===== src/rtl/amber48_decode_stage.sv =====
// ---------------------------------------------------------------------------
// amber48_pkg / amber48_decode_stage
//
// Purpose:
//   Registered decode stage between fetch and issue. Fetched 48-bit words are
//   buffered in a DEPTH-entry circular queue. The queue head is decoded
//   combinationally into amber48_decode_out_s and moved into an output
//   register that is offered downstream with a valid/ready handshake.
//   The stage also supports pipeline flush, a sticky halt after a trapping
//   decode, optional immediate-shift opcodes, and an occupancy count plus a
//   saturating count of handshaken decodes.
//
// Ports:
//   clk_i           clock, rising edge
//   rst_ni          asynchronous active-low reset
//   in_valid_i      fetch word valid
//   in_ready_o      stage accepts a fetch word this cycle
//   in_pc_i         PC of the fetch word (XLEN)
//   in_instr_i      48-bit instruction word
//   flush_i         synchronous pipeline flush
//   decode_valid_o  decode_o holds a valid decode
//   decode_ready_i  downstream consumes decode_o
//   decode_o        decoded instruction (amber48_decode_out_s)
//   halted_o        sticky trap halt active
//   occupancy_o     number of queued entries
//   decoded_cnt_o   handshaken decodes, saturating at all-ones
// ---------------------------------------------------------------------------
package amber48_pkg;

    localparam int AMBER48_XLEN = 48;

    typedef enum logic [2:0] {
        ALU_PASS,
        ALU_ADD,
        ALU_SUB,
        ALU_AND,
        ALU_OR,
        ALU_XOR,
        ALU_LSL,
        ALU_LSR
    } alu_op_e;

    typedef enum logic [3:0] {
        BR_NONE,
        BR_EQ,
        BR_NE,
        BR_LT_U,
        BR_LT_S,
        BR_GT_U,
        BR_GT_S,
        BR_ZERO,
        BR_NOT_ZERO,
        BR_UNCOND
    } branch_type_e;

    typedef enum logic [1:0] {
        TRAP_NONE,
        TRAP_ILLEGAL
    } trap_cause_e;

    localparam logic [3:0] REG_ZERO = 4'd0;
    localparam logic [3:0] REG_LR   = 4'd15;

    typedef struct packed {
        logic                    valid;
        logic [AMBER48_XLEN-1:0] pc;
        logic [7:0]              opcode;
        alu_op_e                 alu_op;
        branch_type_e            branch_type;
        logic [3:0]              rs1;
        logic [3:0]              rs2;
        logic [3:0]              rd;
        logic [AMBER48_XLEN-1:0] imm;
        logic                    uses_imm;
        logic                    is_load;
        logic                    is_store;
        logic                    is_jump;
        logic                    is_jump_sub;
        logic                    is_return;
        logic                    trap;
        trap_cause_e             trap_cause;
    } amber48_decode_out_s;

endpackage

module amber48_decode_stage
    import amber48_pkg::*;
#(
    parameter int XLEN             = AMBER48_XLEN,
    parameter int DEPTH            = 4,
    parameter bit TRAP_HALT        = 1'b1,
    parameter bit ENABLE_SHIFT_IMM = 1'b0,
    parameter int CNT_W            = 16
) (
    input  logic                     clk_i,
    input  logic                     rst_ni,
    input  logic                     in_valid_i,
    output logic                     in_ready_o,
    input  logic [XLEN-1:0]          in_pc_i,
    input  logic [47:0]              in_instr_i,
    input  logic                     flush_i,
    output logic                     decode_valid_o,
    input  logic                     decode_ready_i,
    output amber48_decode_out_s      decode_o,
    output logic                     halted_o,
    output logic [$clog2(DEPTH):0]   occupancy_o,
    output logic [CNT_W-1:0]         decoded_cnt_o
);

    localparam int PTR_W = $clog2(DEPTH);
    localparam int OCC_W = PTR_W + 1;

    logic [XLEN-1:0]     pc_mem    [DEPTH];
    logic [47:0]         instr_mem [DEPTH];
    logic [PTR_W-1:0]    wr_ptr;
    logic [PTR_W-1:0]    rd_ptr;

    logic                push;
    logic                load;
    logic                fire;

    logic [XLEN-1:0]     head_pc;
    logic [47:0]         head_instr;
    logic [7:0]          opcode;
    logic [XLEN-1:0]     imm_sext;
    logic [XLEN-1:0]     imm_upper;
    logic [XLEN-1:0]     imm_shamt;
    logic                illegal;
    amber48_decode_out_s dec;

    assign in_ready_o = (occupancy_o < OCC_W'(DEPTH)) && !halted_o && !flush_i;
    assign push       = in_valid_i && in_ready_o;
    assign fire       = decode_valid_o && decode_ready_i;
    // Flush wins over a head load; a halt freezes loading until the next flush.
    assign load       = (occupancy_o != '0) && !halted_o && !flush_i
                        && (!decode_valid_o || decode_ready_i);

    assign head_pc    = pc_mem[rd_ptr];
    assign head_instr = instr_mem[rd_ptr];
    assign opcode     = head_instr[47:40];

    assign imm_sext   = XLEN'($signed(head_instr[39:24]));
    // Upper-immediate places the 24-bit field at the top of the datapath.
    assign imm_upper  = XLEN'(head_instr[39:16]) << (XLEN - 24);
    assign imm_shamt  = XLEN'(head_instr[29:24]);

    // Queue storage; needs no reset because pointers/occupancy define validity.
    always_ff @(posedge clk_i) begin
        if (push) begin
            pc_mem[wr_ptr]    <= in_pc_i;
            instr_mem[wr_ptr] <= in_instr_i;
        end
    end

    // Combinational decode of the queue head.
    always_comb begin
        dec             = '0;
        illegal         = 1'b0;
        dec.valid       = 1'b1;
        dec.pc          = head_pc;
        dec.opcode      = opcode;
        dec.alu_op      = ALU_PASS;
        dec.branch_type = BR_NONE;
        dec.rs1         = head_instr[23:20];
        dec.rs2         = head_instr[19:16];
        dec.rd          = head_instr[15:12];
        dec.imm         = imm_sext;
        dec.trap_cause  = TRAP_NONE;

        case (opcode)
            8'h00: begin
                if (head_instr == '0) begin
                    illegal = 1'b1;
                end else begin
                    dec.imm      = imm_upper;
                    dec.uses_imm = 1'b1;
                    dec.rs1      = REG_ZERO;
                    dec.rs2      = REG_ZERO;
                end
            end
            8'h10: dec.alu_op = ALU_ADD;
            8'h11: begin dec.alu_op = ALU_ADD; dec.uses_imm = 1'b1; end
            8'h12: dec.alu_op = ALU_SUB;
            8'h13: begin dec.alu_op = ALU_SUB; dec.uses_imm = 1'b1; end
            8'h20: dec.alu_op = ALU_AND;
            8'h21: dec.alu_op = ALU_OR;
            8'h22: dec.alu_op = ALU_XOR;
            8'h23: begin dec.alu_op = ALU_XOR; dec.uses_imm = 1'b1; end
            8'h30: dec.alu_op = ALU_LSL;
            8'h31: dec.alu_op = ALU_LSR;
            8'h32, 8'h33: begin
                if (ENABLE_SHIFT_IMM) begin
                    dec.alu_op   = opcode[0] ? ALU_LSR : ALU_LSL;
                    dec.uses_imm = 1'b1;
                    dec.imm      = imm_shamt;
                end else begin
                    illegal = 1'b1;
                end
            end
            8'h40: begin dec.branch_type = BR_EQ;   dec.rd = REG_ZERO; end
            8'h41: begin dec.branch_type = BR_NE;   dec.rd = REG_ZERO; end
            8'h42: begin dec.branch_type = BR_LT_U; dec.rd = REG_ZERO; end
            8'h43: begin dec.branch_type = BR_LT_S; dec.rd = REG_ZERO; end
            8'h44: begin dec.branch_type = BR_GT_U; dec.rd = REG_ZERO; end
            8'h45: begin dec.branch_type = BR_GT_S; dec.rd = REG_ZERO; end
            8'h46: begin
                dec.branch_type = BR_ZERO;
                dec.rd          = REG_ZERO;
                dec.rs2         = REG_ZERO;
            end
            8'h47: begin
                dec.branch_type = BR_NOT_ZERO;
                dec.rd          = REG_ZERO;
                dec.rs2         = REG_ZERO;
            end
            8'h48: begin
                dec.branch_type = BR_UNCOND;
                dec.rd          = REG_ZERO;
                dec.rs2         = REG_ZERO;
            end
            8'h60: begin dec.is_load = 1'b1; dec.uses_imm = 1'b1; end
            8'h61: begin
                dec.is_store = 1'b1;
                dec.uses_imm = 1'b1;
                dec.rd       = REG_ZERO;
            end
            8'h70, 8'h71: begin
                dec.branch_type = BR_UNCOND;
                dec.is_jump     = 1'b1;
                dec.uses_imm    = 1'b1;
                dec.rs1         = REG_ZERO;
                dec.rs2         = REG_ZERO;
                dec.rd          = REG_ZERO;
                if (opcode[0]) begin
                    dec.is_jump_sub = 1'b1;
                    dec.rd          = REG_LR;
                end
            end
            8'h72: begin
                dec.branch_type = BR_UNCOND;
                dec.is_return   = 1'b1;
                dec.imm         = '0;
                dec.rs2         = REG_ZERO;
                dec.rd          = REG_ZERO;
                // A return with no explicit source register returns through LR.
                if (head_instr[23:20] == REG_ZERO) begin
                    dec.rs1 = REG_LR;
                end
            end
            default: illegal = 1'b1;
        endcase

        if (illegal) begin
            dec.trap       = 1'b1;
            dec.trap_cause = TRAP_ILLEGAL;
            dec.rd         = REG_ZERO;
        end
    end

    // Queue pointers, occupancy, output register and sticky halt.
    always_ff @(posedge clk_i or negedge rst_ni) begin
        if (!rst_ni) begin
            wr_ptr         <= '0;
            rd_ptr         <= '0;
            occupancy_o    <= '0;
            decode_valid_o <= 1'b0;
            halted_o       <= 1'b0;
            decode_o       <= '0;
        end else if (flush_i) begin
            wr_ptr         <= '0;
            rd_ptr         <= '0;
            occupancy_o    <= '0;
            decode_valid_o <= 1'b0;
            halted_o       <= 1'b0;
        end else begin
            if (push) begin
                wr_ptr <= wr_ptr + 1'b1;
            end
            if (load) begin
                decode_o       <= dec;
                decode_valid_o <= 1'b1;
                rd_ptr         <= rd_ptr + 1'b1;
                if (TRAP_HALT && dec.trap) begin
                    halted_o <= 1'b1;
                end
            end else if (fire) begin
                decode_valid_o <= 1'b0;
            end
            case ({push, load})
                2'b10:   occupancy_o <= occupancy_o + 1'b1;
                2'b01:   occupancy_o <= occupancy_o - 1'b1;
                default: occupancy_o <= occupancy_o;
            endcase
        end
    end

    // Handshake counter; a handshake in a flush cycle still counts.
    always_ff @(posedge clk_i or negedge rst_ni) begin
        if (!rst_ni) begin
            decoded_cnt_o <= '0;
        end else if (fire && (decoded_cnt_o != '1)) begin
            decoded_cnt_o <= decoded_cnt_o + 1'b1;
        end
    end

endmodule


===== config.mk =====
export PLATFORM = sky130hd
export DESIGN_NAME = amber48_decode_stage
export DESIGN_NICKNAME = d
export VERILOG_FILES = /design/src/rtl/amber48_decode_stage.sv
export SDC_FILE = /design/constraint.sdc
export NUM_CORES = 1
export LEC_CHECK = 0
export ABC_CLOCK_PERIOD_IN_PS = 6200
export BUFFER_PORTS_ARGS = -buffer_cell sky130_fd_sc_hd__buf_2
export CAP_MARGIN = 10
export CORE_MARGIN = 4
export CORE_UTILIZATION = 62
export DETAILED_ROUTE_END_ITERATION = 16
export MAX_ROUTING_LAYER = met4
export PLACE_DENSITY = 0.94
export SLEW_MARGIN = 20
export SYNTH_ARGS = -nofsm -noshare
export SYNTH_HDL_FRONTEND = slang
export SYNTH_SLANG_ARGS = --single-unit

===== constraint.sdc =====
create_clock -name clk_i -period 6.2 [get_ports clk_i]
set_clock_uncertainty 0.2 [all_clocks]
set_input_delay 0 -clock clk_i [delete_from_list [all_inputs] [get_ports clk_i]]
set_output_delay 0 -clock clk_i [all_outputs]
set_load 0.02 [all_outputs]

Word level (Yosys, flattened, before mapping):

Memories as Yosys holds them, arrays and structs flattened. A register that Yosys moved wholly into a read port is not among the register bits.
Cells that the tools add are included.

* register bits: 110
* latch bits: 0
* RAM bits: 384
* bits in read-only memories: 0
* input bits: 101
* output and inout bits: 155
* word-level logic and storage cells: 125
* memories kept: 2

* add/sub/neg operators: 5
* $mul: 0
* div/mod/pow operators: 0
* magnitude comparators: 1
* equal/unequal tests: 27
* shift-type cells: 0
* mux-type cells: 34
* bitwise gates (word level): 1
* reductions and logical operators: 33

Memory list
* instr_mem: depth 4, width 48, rd ports 1, clocked after Yosys merged registers in 0, write ports 1, RTL line 114 `logic [47:0] instr_mem [DEPTH];`
* pc_mem: depth 4, width 48, rd ports 1, clocked after Yosys merged registers in 1, write ports 1, RTL line 113 `logic [XLEN-1:0] pc_mem [DEPTH];`

Operators by type and width (number)
* $eq A8 B7 Y1 const B: 14
* $pmux W48 S2: 1
* $eq A8 B6 Y1 const B: 6
* $logic_not A48 Y1: 1
* $mux W48: 1
* $pmux W4 S9: 1
* $eq A8 B5 Y1 const B: 4
* $reduce_or A24 Y1: 1
* $pmux W3 S7: 1
* $add A16 B1 Y16 const B: 1
* $ne A16 B16 Y1 const B: 1
* $pmux W4 S2: 2
* $mux W1: 13
* $mux W4: 3
* $pmux W4 S3: 1
* $reduce_or A11 Y1: 1
* $mux W2: 5
* $reduce_bool A3 Y1: 3
* $logic_and A1 B1 Y1: 8
* $logic_not A8 Y1: 1
* $mux W8: 1
* $reduce_or A2 Y1: 4
* $reduce_or A7 Y1: 1
* $mux W3: 2
* other kinds (16): 24

Logic depth before layout (Yosys ltp):

Gate-level depths: netlist (run 1).
An unclocked memory read counts as a cell.

* depth in word-level cells: 8
* gate-level depth with buffers: 11
* mapped depth without buffers: 8

Worst setup path after synthesis (run 1):

No wires, ideal clock.

* kind: reg-to-reg
* start: reg occupancy_o[2]
* end: mem instr_mem[0][0] (enable)
* setup time: 0.466 ns
* data arrival time: 3.629 ns
* data required time: 5.534 ns
* setup slack: 1.905 ns
* cell stages (with the launch flop): 3
* buffers on the path: 0
* clock period less this slack: 4.295 ns
* cells stage by stage: dfrtp_1 > nor3_1 > and3_1

* cells in the longest elaborated chain, start to end: 6

RTL lines
* start, declared: RTL line 106 `output logic [$clog2(DEPTH):0] occupancy_o,`
* start signal, assigned: RTL line 290 `2'b10: occupancy_o <= occupancy_o + 1'b1;`
* start signal, assigned: RTL line 291 `2'b01: occupancy_o <= occupancy_o - 1'b1;`
* start signal, assigned: RTL line 292 `default: occupancy_o <= occupancy_o;`
* $lt A3 B3 Y1: RTL line 131 `assign in_ready_o = (occupancy_o < OCC_W'(DEPTH)) && !halted_o && !flush_i;`
* $logic_and A1 B1 Y1 (2 in series): RTL line 131
* named net in_ready_o: RTL line 98 `output logic in_ready_o,`
* $logic_and A1 B1 Y1: RTL line 132 `assign push = in_valid_i && in_ready_o;`
* $mux W1: RTL line 149 `if (push) begin`
* $mux W1 (implied by the code): RTL line 151 `instr_mem[wr_ptr] <= in_instr_i;`
* end, declared: RTL line 114

The timed path passes the listed nets, and every way through them passes these cells.

Final worst setup path (run 1):

* start: reg rd_ptr[0]
* end: reg decode_o[67] in the netlist's numbering

* cells in the longest elaborated chain, start to end: 4
* elaborated cells on any way between the ends: 11
* those cells by class: eq/ne (3); mux (3); reduce/logical (4); memory (1)

RTL lines
* start, declared: RTL line 116 `logic [PTR_W-1:0] rd_ptr;`
* start signal, assigned: RTL line 282 `rd_ptr <= rd_ptr + 1'b1;`
* $mem_v2 Z4 W48 *
* $logic_not A48 Y1, or another cell as far along: RTL line 172 `if (head_instr == '0) begin`
* $mux W8, or another cell as far along: RTL line 172
* $pmux W4 S3 *: RTL line 170 `case (opcode)`
* end signal, assigned: RTL line 268 `decode_o <= '0;`
* end signal, assigned: RTL line 280 `decode_o <= dec;`
* end, declared: RTL line 104 `output amber48_decode_out_s decode_o,`

Every way passes the cells marked *; elsewhere a longest branch is shown, timed or not.
A chain may end at the register's enable or synchronous reset.

==> flow_summary.json, run 1 <==
{
  "critPathRequiredTime_ns": 6.39,
  "ff2ff_path_depth": 7,
  "drv_slew": 0,
  "synth_area_leaders": "edfxtp_1 (57%), dfrtp_1 (18%), mux4_2 (9.2%)",
  "vias_per_cell": 6.18,
  "tns_ns": 0,
  "numCtsBuffers": 50,
  "die_area_um2": 35400,
  "grt_pass1_wl_um": 81500,
  "cts_tree": "done",
  "ys.flop_type": "edfxtp_1",
  "synth-seq-cells": 532,
  "ys_warn_count": 0,
  "path_class": "flop to flop",
  "synthesis.nets": 1292,
  "vdd_drop_max_mv": 0.407,
  "arrival_ns": 5.16,
  "synth_cell_types": 58,
  "synth_cells": 1185,
  "areaGrowthSynthToFinish_pct": 23.7,
  "p_per_area_nw_per_um2": 440,
  "grt_max_degree": 90,
  "synth_edf_count": 384,
  "gp_congestion": 0.885,
  "cp-end-kind": "flop",
  "hold_viol_final": 0,
  "worstSetupStartpoint": "rd_ptr[0]",
  "wl_per_cell_um": 26.0,
  "synth_area_leader_cell": "edfxtp_1",
  "ctsResizeCount": 0,
  "antenna_found_initial": 7,
  "drive_above_1_share": 0.269,
  "total_power_mw": 11.0,
  "first_global_vias": 13200,
  "h-tree-depth": 2,
  "ios": 256,
  "clockBufferDepth": 3,
  "coreArea_um2": 31800,
  "grt_use_total": 0.312,
  "placed_cells": 1817,
  "cap_violations": 0,
  "status": "finished clean",
  "min_period_over_period": 0.801,
  "syn_avg_cell_area_um2": 17.0,
  "ctsRootBufferMaster": "clkbuf_16",
  "start_util": 0.634,
  "cts_setup_buffers": 0,
  "rr_endpoint": "decode_o[67]",
  "drt-initial-drc-count": 1685,
  "hold_path.class": "input port to flop",
  "dpl.hpwl_um": 28700,
  "synthTopCellsByCount": "edfxtp_1 (384), nand2_1 (247), dfrtp_1 (148)",
  "grt_setup_unrepaired": "no",
  "fillers": 1620,
  "finalNetCount": 1688,
  "worstMarginPinSlew_ns": 0.966,
  "drtAntennaViolNets": 0,
  "routed_wl_um": 53700,
  "die_x_um": 188,
  "leakagePower_nw": 9.50,
  "slew_headroom": 0.350,
  "synth_top_area_frac": 0.572,
  "drcViolationCount": 0,
  "fin_crit_ns": 4.96,
  "crit_path_max_fanout": 41,
  "dr_total_vias": 12800,
  "overflow": 0,
  "synth_area_um2": 20100,
  "start_kind": "flop",
  "cts_sinks": 532,
  "setup_viol": 0,
  "final_util": 0.784,
  "drt_pass1_iterations": 6,
  "clkLatencyLatePin_ns": 0.58,
  "synth.most_common_cell": "edfxtp_1",
  "rows": 65,
  "path_clk_slew_ns": 0.07,
  "portBuffers": 254,
  "ff2ff_setup_slack_ns": 1.24,
  "seq_area_frac_synth": 0.756,
  "crit_end": "decode_o[67]",
  "synthArstFlopShare": 0.278,
  "max_freq_mhz": 201,
  "worstReg2RegStart": "rd_ptr[0]",
  "instances_no_fill": 2064,
  "die-height_um": 188
}
placed cells by master (no fill, tap or decap), drive strengths merged, types with 6 or more instances in the layout:
cell	instances
nor2	27
dlygate4sd3	144
nor3	11
a21oi	16
buf	268
nand2	247
mux4	84
inv	7
and3	8
o221a	23
nand4	13
clkbuf	65
nand3	12
nor4	19
clkinv	20
dfrtp	148
bufinv	6
xnor2	14
edfxtp	384
o21ai	38
diode	7
through the flow:
stage               setup slack (ns)  area, um2  hold slack (ns)
CTS                             1.62      24900         0.000231
global placement                1.87      21800          -0.0779
global route                   0.963      24900          0.00212
floorplan                       1.90      20100           -0.496
finish                          1.24      24900        0.0000628
detailed placement              1.74      21800          -0.0554
worst min-delay path by stage:
| stage | cells after the start | end | start |
|---|---|---|---|
| global route | 2 | instr_mem[3][11] | in_instr_i[11] |
| global placement | 1 | decode_o[113] | rst_ni |
| floorplan | 0 | decode_o[0] | rst_ni |
| CTS | 2 | instr_mem[0][6] | in_instr_i[6] |
| detailed placement | 1 | decode_o[113] | rst_ni |
| finish | 2 | instr_mem[0][21] | in_instr_i[21] |
repair_timing:
| item | CTS | global route |
|---|---|---|
| hold buffers | 145 | 0 |
| endpoints found under the hold margin | 499 | 0 |
| setup endpoints to repair | 0 | 0 |
registers in the layout, indices dropped and copies added, names as in the netlist:
signal	flops
decode_o	123
decode_valid_o	1
decoded_cnt_o	16
halted_o	1
instr_mem	192
occupancy_o	3
pc_mem	192
rd_ptr	2
wr_ptr	2
power breakdown:
group / internal [mW] / total, mW / switching [mW]
sequential: 4.43 / 4.88 / 0.449
combinational: 1.10 / 2.98 / 1.88
clock: 1.77 / 3.10 / 1.33
cell families after synthesis:
group / after synthesis / synth area share
flops: 532 / 0.756
simple gates: 362 / 0.0786
compound gates: 105 / 0.0395
mux: 86 / 0.0954
buf+inv: 74 / 0.0179
xor+xnor: 19 / 0.00826
fa+ha+maj: 6 / 0.00410
other cells: 1 / 0.000186
per-layer routing:
| layer | GRT usage | wire (um) | up-vias |
|---|---|---|---|
| li1 | - | - | 5322 |
| met1 | 0.383 | 18700 | 6329 |
| met2 | 0.521 | 27400 | 905 |
| met3 | 0.0578 | 4770 | 205 |
| met4 | 0.129 | 2790 | 0 |
| met5 | - | 0 | - |
worst max-delay path, cell delays in order, from the launching register on:
cell and delay [ns]:
dfrtp_4 0.94, buf_4 0.61, mux4_2 0.76, nor4_1 0.53, nand2_1 0.30, nor2_1 0.59, a21oi_1 0.20, o21ai_0 0.64
final cells by class:
cell class	count	area, um2	area share
Inverter	6	22.5	0.000903
Clock buffer	65	1340	0.0537
Tap cell	435	544	0.0218
Sequential cell	532	15200	0.611
Clock inverter	28	289	0.0116
Timing Repair Buffer	412	2890	0.116
Multi-Input combinational cell	579	4590	0.184
Antenna cell	7	17.5	0.000703
Power figures use the tool's default switching activity.
==> run 2: changes to the inputs <==
--- a/config.mk
+++ b/config.mk
@@ -5,14 +5,14 @@
 export SDC_FILE = /design/constraint.sdc
 export NUM_CORES = 1
 export LEC_CHECK = 0
-export ABC_CLOCK_PERIOD_IN_PS = 6200
+export ABC_CLOCK_PERIOD_IN_PS = 5100
 export BUFFER_PORTS_ARGS = -buffer_cell sky130_fd_sc_hd__buf_2
 export CAP_MARGIN = 10
 export CORE_MARGIN = 4
-export CORE_UTILIZATION = 62
+export CORE_UTILIZATION = 57
 export DETAILED_ROUTE_END_ITERATION = 16
 export MAX_ROUTING_LAYER = met4
-export PLACE_DENSITY = 0.94
+export PLACE_DENSITY = 0.88
 export SLEW_MARGIN = 20
 export SYNTH_ARGS = -nofsm -noshare
 export SYNTH_HDL_FRONTEND = slang
==> constraint.sdc (replaced) <==
create_clock -name clk_i -period 5.1 [get_ports clk_i]
set_clock_uncertainty 0.2 [all_clocks]
set_input_delay 0 -clock clk_i [delete_from_list [all_inputs] [get_ports clk_i]]
set_output_delay 0 -clock clk_i [all_outputs]
set_load 0.02 [all_outputs]
==> run 2 against run 1 <==
Sequential cell count is the same; register-to-register slack lost 0.46 ns; global-route usage shrank 3.7 points; maximum frequency grew 15%; first-iteration DRC count shrank 35%; clock power grew 24%; setup slack lost 0.46 ns; non-clock buffer count grew 47; worst hold slack gained 0.017 ns; critical path depth shrank 1; critical endpoint is now decode_o[12]; largest cell class unchanged.
==> flow_summary.json, run 2 (synthesis results as in run 1) <==
{
  "start_util": 0.580,
  "cap_violations": 0,
  "status": "finished clean",
  "cts_setup_buffers": 0,
  "cpPeakStageDelay_ns": 0.99,
  "fin_crit_ns": 4.32,
  "drt_pass1_iterations": 5,
  "critPathRequiredTime_ns": 5.37,
  "gp_congestion": 0.896,
  "dr_total_vias": 12600,
  "leakagePower_nw": 9.74,
  "tns_ns": 0,
  "reg_top3": "instr_mem x192, pc_mem x192, decode_o x123",
  "cts_tree": "done",
  "die_area_um2": 38400,
  "grt_use_met1": 0.348,
  "clockBufferDepth": 3,
  "final_cell_mix": "edfxtp_1 (384), buf_2 (253), nand2_1 (247), dlygate4sd3_1 (187), dfrtp_1 (146)",
  "path_delay_family": "simple AND/OR/NAND/NOR gates",
  "drcViolationCount": 0,
  "first_global_vias": 13100,
  "portBuffers": 254,
  "fillers": 1974,
  "grt_setup_unrepaired": "no",
  "gr-usage-met2": 0.452,
  "drtAntennaViolNets": 0,
  "rows": 68,
  "start_kind": "flop",
  "cp_slowest_cell": "dfrtp_4",
  "h-tree-depth": 2,
  "min_period_over_period": 0.847,
  "finalNetCount": 1737,
  "coreArea_um2": 34700,
  "hold_viol_final": 0,
  "ios": 256,
  "globalRouteMet3Util": 0.0546,
  "overflow": 0,
  "layout_commonest_cell": "edfxtp_1",
  "drt-initial-drc-count": 1103,
  "routed_wl_um": 51200,
  "p_per_area_nw_per_um2": 523,
  "setup_viol": 0,
  "slew_headroom": 0.310,
  "cts_sinks": 532,
  "multi_input_area_um2": 4590,
  "crit_path_max_fanout": 45,
  "path_clk_slew_ns": 0.06,
  "seq_area_um2": 15200,
  "path_cells": "mux4_1 -> nor4_1 -> nand3_1 -> nor2_1 -> a22oi_2 -> o21ai_0",
  "grt_pass1_wl_um": 78500,
  "antenna_found_initial": 6,
  "dpl.hpwl_um": 29000,
  "cp-end-kind": "flop",
  "drv_slew": 0,
  "holdWs_ns": 0.0166,
  "busiest_layer": "met2",
  "hold_path.class": "input port to flop",
  "crit_buf_inv": 0,
  "areaGrowthSynthToFinish_pct": 26.5,
  "arrival_ns": 4.59,
  "die-height_um": 196,
  "ctsRootBufferMaster": "clkbuf_16",
  "numCtsBuffers": 52,
  "clkLatencyLatePin_ns": 0.60,
  "vdd_drop_max_mv": 0.332,
  "grt_use_total": 0.275,
  "vias_per_cell": 5.91,
  "max_freq_mhz": 231,
  "path_class": "flop to flop",
  "drive_above_1_share": 0.272,
  "die_x_um": 196,
  "wl_per_cell_um": 24.0,
  "worstMarginPinSlew_ns": 1.04,
  "grt_max_degree": 97
}
[run 2: layout make-up]
| cell class | count | share of cell area |
|---|---|---|
| diodes | 7 | 0.000687 |
| repair buffers | 459 | 0.130 |
| clock inverters | 32 | 0.0111 |
| multi-input cells | 579 | 0.180 |
| flip-flops and latches | 532 | 0.598 |
| well taps | 455 | 0.0223 |
| clock buffers | 66 | 0.0563 |
| inverters | 6 | 0.000884 |
[run 2: metrics by stage]
step                      std cells   util  worst slack [ns]  instance area (um2)  total power, mW
after floorplan                1185      -             0.805                20100             8.15
after global placement         1842  0.629              1.06                21800             9.21
after detailed placement       1842  0.629             0.909                21800             9.36
after CTS                      2128  0.733             0.815                25400             13.3
after global routing           2135  0.734             0.457                25500             13.9
final                          2136  0.734             0.779                25500             13.3
[run 2: final timing paths]
path / slack, ns / endpoint / cells past startpoint / start
max in group asynchronous: 3.75 / decode_o[17] / 4 / rst_ni
max reg2reg: 0.78 / decode_o[12] / 6 / rd_ptr[0]
min in group asynchronous: 0.36 / decode_o[116] / 4 / rst_ni
min: 0.02 / instr_mem[1][46] / 2 / in_instr_i[46]
min reg2reg: 0.27 / decode_o[88] / 2 / decode_o[88]
max: 0.78 / decode_o[12] / 6 / rd_ptr[0]
[run 2: power by group]
group / switching (mW) / leakage, nW / internal [mW]
registers: 0.529 / 5.32 / 5.38
clock network: 1.63 / 0.827 / 2.20
logic: 2.23 / 3.59 / 1.34
total: 4.40 / 9.74 / 8.93
[run 2: per-layer routing]
| layer | vias up | routed length (um) |
|---|---|---|
| li1 | 5437 | - |
| met1 | 6351 | 19000 |
| met2 | 709 | 26300 |
| met3 | 132 | 4230 |
| met4 | 0 | 1740 |
| met5 | - | 0 |
[run 2: timing repair]
item	in CTS	in global routing
hold buffers	188	0
hold endpoints to repair	505	0
gates resized for setup	0	0
==> run 3: changes to the inputs <==
--- a/config.mk
+++ b/config.mk
@@ -5,7 +5,7 @@
 export SDC_FILE = /design/constraint.sdc
 export NUM_CORES = 1
 export LEC_CHECK = 0
-export ABC_CLOCK_PERIOD_IN_PS = 5100
+export ABC_CLOCK_PERIOD_IN_PS = 4240
 export BUFFER_PORTS_ARGS = -buffer_cell sky130_fd_sc_hd__buf_2
 export CAP_MARGIN = 10
 export CORE_MARGIN = 4
==> constraint.sdc (replaced) <==
create_clock -name clk_i -period 4.24 [get_ports clk_i]
set_clock_uncertainty 0.2 [all_clocks]
set_input_delay 0 -clock clk_i [delete_from_list [all_inputs] [get_ports clk_i]]
set_output_delay 0 -clock clk_i [all_outputs]
set_load 0.02 [all_outputs]
==> run 3 against run 2 <==
Final area is 0.73% higher; routed wire length down 0.33%; global-route usage increased by 0.051 points; die area stayed put; combinational power grew 23%; sequential share of layout area fell by 0.43 points; non-clock buffer count decreased by 1; critical path depth unchanged; total power rose by 23%; clock power rose by 30%; critical endpoint is now decode_o[45]; highest routed layer unchanged.
==> flow_summary.json, run 3 (synthesis results as in run 1) <==
{
  "final_util": 0.740,
  "cts_sinks": 532,
  "ctsRootBufferMaster": "clkbuf_16",
  "clockBufferDepth": 3,
  "min_period_over_period": 0.954,
  "rows": 68,
  "multi_input_area_um2": 4600,
  "routed_wl_um": 51000,
  "clkLatencyLatePin_ns": 0.60,
  "p_clk_frac": 0.304,
  "instances_no_fill": 2134,
  "grt_pass1_wl_um": 79300,
  "path_class": "flop to flop",
  "fillers": 1960,
  "wl_per_cell_um": 23.9,
  "die_area_um2": 38400,
  "leakagePower_nw": 9.83,
  "p_per_area_nw_per_um2": 641,
  "coreArea_um2": 34700,
  "antenna_found_initial": 6,
  "die_x_um": 196,
  "seq_area_um2": 15200,
  "status": "finished clean",
  "first_global_vias": 13400,
  "setup_viol": 0,
  "slew_headroom": 0.435,
  "drive_above_1_share": 0.271,
  "grt_use_total": 0.275,
  "numCtsBuffers": 52,
  "path_cells": "mux4_2 -> nor4_1 -> nand2_1 -> nor2_1 -> a21bo_4 -> o221a_1",
  "ctsResizeCount": 0,
  "post-place-ws_ns": 0.390,
  "dr_total_vias": 12700,
  "ios": 256,
  "drt-initial-drc-count": 1205,
  "vias_per_cell": 5.93,
  "arrival_ns": 4.36,
  "layout_commonest_cell": "edfxtp_1",
  "path_clk_slew_ns": 0.07,
  "worstMarginPinSlew_ns": 0.836,
  "grt_max_degree": 79,
  "finalNetCount": 1736,
  "start_util": 0.580,
  "final_area_um2": 25700,
  "cap_violations": 0,
  "cpPeakStageDelay_ns": 0.69,
  "netSwitchingPower_mw": 5.28,
  "swShare": 0.321,
  "pwr-share-comb": 0.267,
  "cp_slowest_cell": "dfrtp_4",
  "max_freq_mhz": 247,
  "dpl.hpwl_um": 29000,
  "setup_ws_ns": 0.193,
  "total_power_mw": 16.4,
  "internal_power_mw": 11.2,
  "placed_cells": 1843,
  "critPathRequiredTime_ns": 4.56,
  "die-height_um": 196,
  "placed_area_um2": 21900,
  "crit_path_max_fanout": 25,
  "cts_tree": "done",
  "areaGrowthSynthToFinish_pct": 27.4,
  "portBuffers": 254,
  "overflow": 0,
  "vdd_drop_max_mv": 0.441,
  "drtAntennaViolNets": 0,
  "holdWs_ns": 0.00359,
  "drv_slew": 0,
  "h-tree-depth": 2,
  "grt_setup_unrepaired": "no",
  "reg_top3": "instr_mem x192, pc_mem x192, decode_o x123",
  "fin_crit_ns": 4.05,
  "gp_congestion": 0.894,
  "drcViolationCount": 0,
  "cp-end-kind": "flop",
  "tns_ns": 0,
  "final_cell_mix": "edfxtp_1 (384), buf_2 (253), nand2_1 (247), dlygate4sd3_1 (186), dfrtp_1 (146)",
  "hold_path.class": "input port to flop",
  "drt_pass1_iterations": 6,
  "p_seq_frac": 0.429,
  "hold_viol_final": 0,
  "start_kind": "flop"
}
## run 3: cell types whose count changed in the layout (fill, tap and decap cells not counted), moves of 2 or more
cell	previous run	this run
buf_4	16	12
bufinv_16	4	11
clkbuf_1	7	13
clkinv_1	9	6
buf_12	0	5
clkinvlp_4	7	0
clkbuf_8	6	3
inv_6	3	0
clkinv_4	0	2
## run 3: area by class of cell
| type | instances | share of cell area |
|---|---|---|
| Antenna cell | 6 | 0.000585 |
| Clock buffer | 70 | 0.0561 |
| Clock inverter | 28 | 0.0166 |
| Timing Repair Buffer | 458 | 0.131 |
| Tap cell | 455 | 0.0222 |
| Multi-Input combinational cell | 579 | 0.179 |
| Sequential cell | 532 | 0.594 |
| Inverter | 6 | 0.000877 |
## run 3: power groups by stage
stage | sequential [mW] | clock [mW] | combinational, mW
2_1_floorplan | 7.63 | 0 | 2.17
5_1_grt | 7.14 | 5.28 | 4.71
6_report | 7.06 | 5.00 | 4.39
4_1_cts | 7.03 | 5.02 | 4.36
3_3_place_gp | 7.09 | 0 | 4.03
3_5_place_dp | 7.11 | 0 | 4.17
## run 3: worst max-delay path: cells and delay by family (launching register included)
kind | cells | cell delay, ns
mux | 1 | 0.66
flops | 1 | 0.69
simple gates | 3 | 1.63
compound gates | 2 | 0.76
## run 3: timing repair
action / in CTS / in global routing
hold buffers: 187 / 0
hold endpoints to repair: 692 / 0
buffers inserted: 0 / 0
## run 3: worst paths after layout
check                           slack (ns)  depth (start not counted)           start               end
worst min register to register        0.27                          2   decode_o[112]     decode_o[112]
worst max-delay path                  0.19                          6       rd_ptr[0]      decode_o[45]
worst min-delay path                 0.004                          2  in_instr_i[34]  instr_mem[0][34]
max in group asynchronous             2.99                          4          rst_ni    occupancy_o[1]
min in group asynchronous             0.36                          4          rst_ni  decoded_cnt_o[6]
worst max register to register        0.19                          6       rd_ptr[0]      decode_o[45]
## run 3: per-layer routing
metal	GRT usage	up-vias	share of wire
met5	-	-	0
li1	-	5441	-
met2	0.448	701	0.50
met4	0.101	0	0.040
met3	0.0507	129	0.081
met1	0.355	6385	0.38
